## config.mk

```make
export PLATFORM = sky130hd
export DESIGN_NAME = alu_arbiter
export DESIGN_NICKNAME = d
export VERILOG_FILES = /design/src/rtl/alu_arbiter.sv
export SDC_FILE = /design/constraint.sdc
export NUM_CORES = 1
export LEC_CHECK = 0
export BUFFER_PORTS_ARGS = -buffer_cell sky130_fd_sc_hd__buf_2
export CAP_MARGIN = 20
export CELL_PAD_IN_SITES_DETAIL_PLACEMENT = 1
export CELL_PAD_IN_SITES_GLOBAL_PLACEMENT = 1
export CORE_UTILIZATION = 35
export CTS_BUF_LIST = sky130_fd_sc_hd__clkbuf_4 sky130_fd_sc_hd__clkbuf_8
export DETAILED_ROUTE_END_ITERATION = 12
export PLACE_DENSITY_LB_ADDON = 0.2
export SKIP_CTS_REPAIR_TIMING = 1
export SYNTH_ARGS = -nofsm -noshare
export SYNTH_HDL_FRONTEND = slang
export SYNTH_SLANG_ARGS = --single-unit
```

## constraint.sdc

```tcl
create_clock -name clk -period 5.35 [get_ports clk]
set_clock_uncertainty 0.1 [all_clocks]
set_input_delay 0.2675 -clock clk [delete_from_list [all_inputs] [get_ports clk]]
set_output_delay 0.2675 -clock clk [all_outputs]
set_load 0.02 [all_outputs]
```

## src/rtl/alu_arbiter.sv

```systemverilog
// alu_arbiter: two-port round-robin arbiter and sequencer for the shared 16-bit ALU.
// A granted request is latched onto the ALU inputs, the ALU result and condition codes
// are captured one cycle later, and they are returned with the requester ID.
// Optional macro ALU_ARB_MUL2_EN: multiply (opcode 1111) holds the ALU inputs for an
// extra EXEC2 cycle before capture. Without it every opcode spends one cycle in EXEC.
module alu_arbiter #(
    parameter int WIDTH = 16,
    parameter int OPW   = 4
) (
    input  logic             clk,
    input  logic             reset_n,
    input  logic             req0_valid,
    output logic             req0_ready,
    input  logic [WIDTH-1:0] req0_opa,
    input  logic [WIDTH-1:0] req0_opb,
    input  logic [OPW-1:0]   req0_op,
    input  logic             req1_valid,
    output logic             req1_ready,
    input  logic [WIDTH-1:0] req1_opa,
    input  logic [WIDTH-1:0] req1_opb,
    input  logic [OPW-1:0]   req1_op,
    output logic [WIDTH-1:0] alu_valA,
    output logic [WIDTH-1:0] alu_valB,
    output logic [OPW-1:0]   alu_aluop,
    output logic             alu_sub,
    input  logic [WIDTH-1:0] alu_result,
    input  logic [3:0]       alu_cc,
    output logic             rsp_valid,
    input  logic             rsp_ready,
    output logic             rsp_id,
    output logic [WIDTH-1:0] rsp_result,
    output logic [3:0]       rsp_cc,
    output logic             rsp_err,
    output logic             busy
);

    // Bit n set means opcode n is a defined ALU operation.
    localparam logic [15:0]    DEF_MASK = 16'b1111_1011_1110_0110;
    localparam logic [OPW-1:0] OP_SUB   = OPW'(2);
`ifdef ALU_ARB_MUL2_EN
    localparam logic [OPW-1:0] OP_MUL   = OPW'(15);
`endif

`ifdef ALU_ARB_MUL2_EN
    typedef enum logic [1:0] {IDLE = 2'd0, EXEC = 2'd1, RESP = 2'd2, EXEC2 = 2'd3} state_t;
`else
    typedef enum logic [1:0] {IDLE = 2'd0, EXEC = 2'd1, RESP = 2'd2} state_t;
`endif

    state_t           state;
    state_t           state_next;
    logic             prio;
    logic             cur_id;
    logic             cur_err;
    logic             accept;
    logic             win_id;
    logic             win_def;
    logic             capture;
    logic [WIDTH-1:0] win_opa;
    logic [WIDTH-1:0] win_opb;
    logic [OPW-1:0]   win_op;

    // State register; reset abandons any in-flight operation.
    always_ff @(posedge clk) begin
        if (!reset_n) begin
            state <= IDLE;
        end else begin
            state <= state_next;
        end
    end

    // Next-state logic: accept -> EXEC -> (EXEC2 for multiply) -> RESP -> IDLE on rsp_ready.
    always_comb begin
        state_next = state;
        case (state)
            IDLE: if (accept) state_next = EXEC;
`ifdef ALU_ARB_MUL2_EN
            EXEC: state_next = (alu_aluop == OP_MUL) ? EXEC2 : RESP;
            EXEC2: state_next = RESP;
`else
            EXEC: state_next = RESP;
`endif
            RESP: if (rsp_ready) state_next = IDLE;
            default: state_next = IDLE;
        endcase
    end

    // Outputs and grant: only IDLE grants, the prio port wins a tie, capture marks the last ALU cycle.
    always_comb begin
        req0_ready = 1'b0;
        req1_ready = 1'b0;
        if (state == IDLE) begin
            req0_ready = req0_valid & (~req1_valid | ~prio);
            req1_ready = req1_valid & (~req0_valid | prio);
        end
        accept    = req0_ready | req1_ready;
        win_id    = req1_ready;
        win_opa   = win_id ? req1_opa : req0_opa;
        win_opb   = win_id ? req1_opb : req0_opb;
        win_op    = win_id ? req1_op  : req0_op;
        win_def   = DEF_MASK[win_op];
        rsp_valid = (state == RESP);
        busy      = (state != IDLE);
        alu_sub   = (alu_aluop == OP_SUB);
`ifdef ALU_ARB_MUL2_EN
        capture   = ((state == EXEC) && (alu_aluop != OP_MUL)) || (state == EXEC2);
`else
        capture   = (state == EXEC);
`endif
    end

    // Datapath registers: latch the winner (undefined ops never reach the ALU), capture the response.
    always_ff @(posedge clk) begin
        if (!reset_n) begin
            prio       <= 1'b0;
            cur_id     <= 1'b0;
            cur_err    <= 1'b0;
            alu_valA   <= '0;
            alu_valB   <= '0;
            alu_aluop  <= '0;
            rsp_id     <= 1'b0;
            rsp_result <= '0;
            rsp_cc     <= 4'b0000;
            rsp_err    <= 1'b0;
        end else begin
            if (accept) begin
                prio    <= ~win_id;
                cur_id  <= win_id;
                cur_err <= ~win_def;
                if (win_def) begin
                    alu_valA  <= win_opa;
                    alu_valB  <= win_opb;
                    alu_aluop <= win_op;
                end else begin
                    alu_valA  <= '0;
                    alu_valB  <= '0;
                    alu_aluop <= '0;
                end
            end
            if (capture) begin
                rsp_id     <= cur_id;
                rsp_err    <= cur_err;
                rsp_result <= cur_err ? '0 : alu_result;
                rsp_cc     <= cur_err ? 4'b0000 : alu_cc;
            end
            if ((state == RESP) && rsp_ready) begin
                alu_valA  <= '0;
                alu_valB  <= '0;
                alu_aluop <= '0;
            end
        end
    end

endmodule

```

==> metrics.txt <==
status=completed; CP endpoint kind=flop; post-route ant nets=0; cell area after synthesis=2870 um^2; Post-Syn Area per Cell=9.39 um^2; initial antenna violation count=0; crit path kind=flop to flop; Worst Hold Launch=rsp_ready; die area=8570 um^2; Hold Crit Class=primary input to flop; CTS tree=done; final setup fails=0; drt wl/cell=13.8 um; FF+latch count, synth=63; Fin Setup TNS=0 ns; Ys Warns=0; H-Tree Depth=3; final hold viol count=0; Max Cap Viol=0; fmax=286 MHz; commonest non-fill, non-tap cells in the layout=buf_2, dfxtp_1, nand2_1; Post-synth EDFFs=0; die width=92.6 um; fraction of the mapped netlist area in adder cells=0.436%; TritonCTS Sinks=63; Fill cells=964; FF-to-FF End=alu_valA[2]; vias per cell=4.86; Routability Congestion=0.723; post-synth cell types=32; P per Cell Area=316 nW/um^2; Pre-antenna DRT Iters=7; Synth Instances=306; commonest non-fill, non-tap cell in the layout=buf_2; main combinational cell family by area after synthesis=simple AND/OR/NAND/NOR gates; worst IR drop on VDD=0.000113 V; core area=7850 um^2; Seq/Total Area, Yosys=43.9%; Async SR Flop Fraction=0%; DRT iter0 DRCs=55; worst hold endpoint=alu_aluop[3]; max-slew violation count=0; Starting Density=36.6%; CP arrival=3.56 ns; final instance area=3910 um^2; Top FF cell, synth=dfxtp_1; Std-Cell Rows=32; Residual DRC=0; Root Driver=clkbuf_8; fin nets=552; I/O Buffers=159; area post-placement=3680 um^2; XOR/XNOR Fraction of Synth Area=0%; Slew headroom=40.0%; Syn-to-layout area delta=36.1%; Max clock buf depth=2; hold slack=0.159 ns; unrepaired setup endpoints after global routing=false; worst slew pin tran=0.900 ns; # diodes=0; clock latency on the worst-skew pair=0.32 ns; overall die height=92.6 um; Synth Area in Simple Gates=20.2%; IO Pins=160; R2R setup slack=1.86 ns; final period utilization=65.3%; post-synthesis mux area share=13.7%; DR vias=2,726; WP data required=5.42 ns; FF-to-FF Start=state[1]; Tot GR Track Use=18.5%; Leakage=1.98 nW; clock slew at reported path FFs=0.07 ns; WHS Path Cells=4; Synth Area in Compound Gates=16.7%; first-pass GRT wire length=12.7 mm; largest net degree at the start of global routing=44; largest fanout on the critical path=43; gr ovfl total=0; CTS buffer count=9; Final min period=3.49 ns; vias in the first global route=2,681; syn nets=404; final WL=7.76 mm; Seq. cell area=1260 um^2; area occupied by multi-input gates=1470 um^2; total power draw=1.24 mW; share of cells above drive strength 1=39.9%; reg2reg path depth=8; CP Launch Type=flop; placed wire-length estimate=5.70 mm
[critical path, cell delays in order, from the launching register on]
cell and delay (ns):
dfxtp_1 0.36, nor2_4 0.20, nand3_4 0.56, mux2i_1 0.40, inv_1 0.07, ha_1 0.29
or3b_4 0.40, a31oi_4 0.74, o31ai_1 0.19
[worst max path at each step]
stage / startpoint / endpoint / slack [ns] / cells past startpoint
final: state[1] / alu_valA[2] / 1.86 / 8
after global routing: state[1] / alu_valA[13] / 1.54 / 8
after CTS: state[1] / alu_valB[0] / 1.76 / 8
after detailed placement: state[1] / alu_valA[2] / 1.76 / 8
after global placement: state[1] / alu_valA[3] / 1.89 / 8
after floorplan: prio / alu_aluop[0] / 2.92 / 10
[flip-flops by register name (all words and copies together) (netlist names)]
| name | count |
|---|---|
| alu_aluop | 4 |
| alu_valA | 16 |
| alu_valB | 16 |
| cur_err | 1 |
| cur_id | 1 |
| prio | 1 |
| rsp_cc | 4 |
| rsp_err | 1 |
| rsp_id | 1 |
| rsp_result | 16 |
| state | 2 |
[stage by stage]
step                setup slack [ns]  util [%]  cells
CTS                             1.76      49.5    560
global placement                1.89      46.9    544
detailed placement              1.76      46.9    544
global route                    1.54      49.8    561
floorplan                       2.92         -    306
finish                          1.86      49.8    561
[cell families (layout without fill, tap and decap cells)]
kind of cell | after synthesis | count (layout)
flops | 63 | 63
mux | 39 | 39
buf+inv | 30 | 183
compound gates | 69 | 69
simple gates | 104 | 104
fa+ha+maj | 1 | 1
[cell type report]
type                            count  area share (%)
Clock buffer                       12            3.91
Clock inverter                      4            1.15
Inverter                            5           0.480
Multi-Input combinational cell    213            37.5
Sequential cell                    63            32.3
Tap cell                          102            3.27
Timing Repair Buffer              162            21.4
[routing by layer]
layer | share of wire (%) | vias to the layer above | track usage, % | routed length, um
met3 | 8.1 | 4 | 5.34 | 630
met2 | 48 | 105 | 32.0 | 3740
li1 | - | 1373 | - | -
met1 | 43 | 1244 | 22.0 | 3330
met4 | 0.79 | 0 | 5.86 | 61
met5 | 0 | - | 0 | 0
[power by group]
group / switching [mW] / leakage (nW) / total, mW / internal [mW]
clock: 0.177 / 0.107 / 0.414 / 0.236
combinational: 0.170 / 1.36 / 0.287 / 0.117
sequential: 0.0270 / 0.515 / 0.536 / 0.509
[synth_stat cells, types with 2 or more instances]
cell | n | area share, %
mux2i_1 | 38 | 13
nand2b_1 | 4 | 0.87
buf_2 | 6 | 1.0
dfxtp_1 | 63 | 44
nor3_1 | 3 | 0.52
clkbuf_1 | 14 | 1.8
o21ai_0 | 2 | 0.35
inv_1 | 5 | 0.65
nor3b_1 | 20 | 5.2
o31ai_1 | 36 | 9.4
buf_6 | 3 | 1.2
a211o_1 | 2 | 0.61
nand2_1 | 43 | 5.6
nor2_1 | 4 | 0.52
a21oi_1 | 22 | 3.8
a21boi_0 | 2 | 0.52
nor2b_1 | 24 | 5.2
No activity file was read; power rests on OpenSTA's default activity.
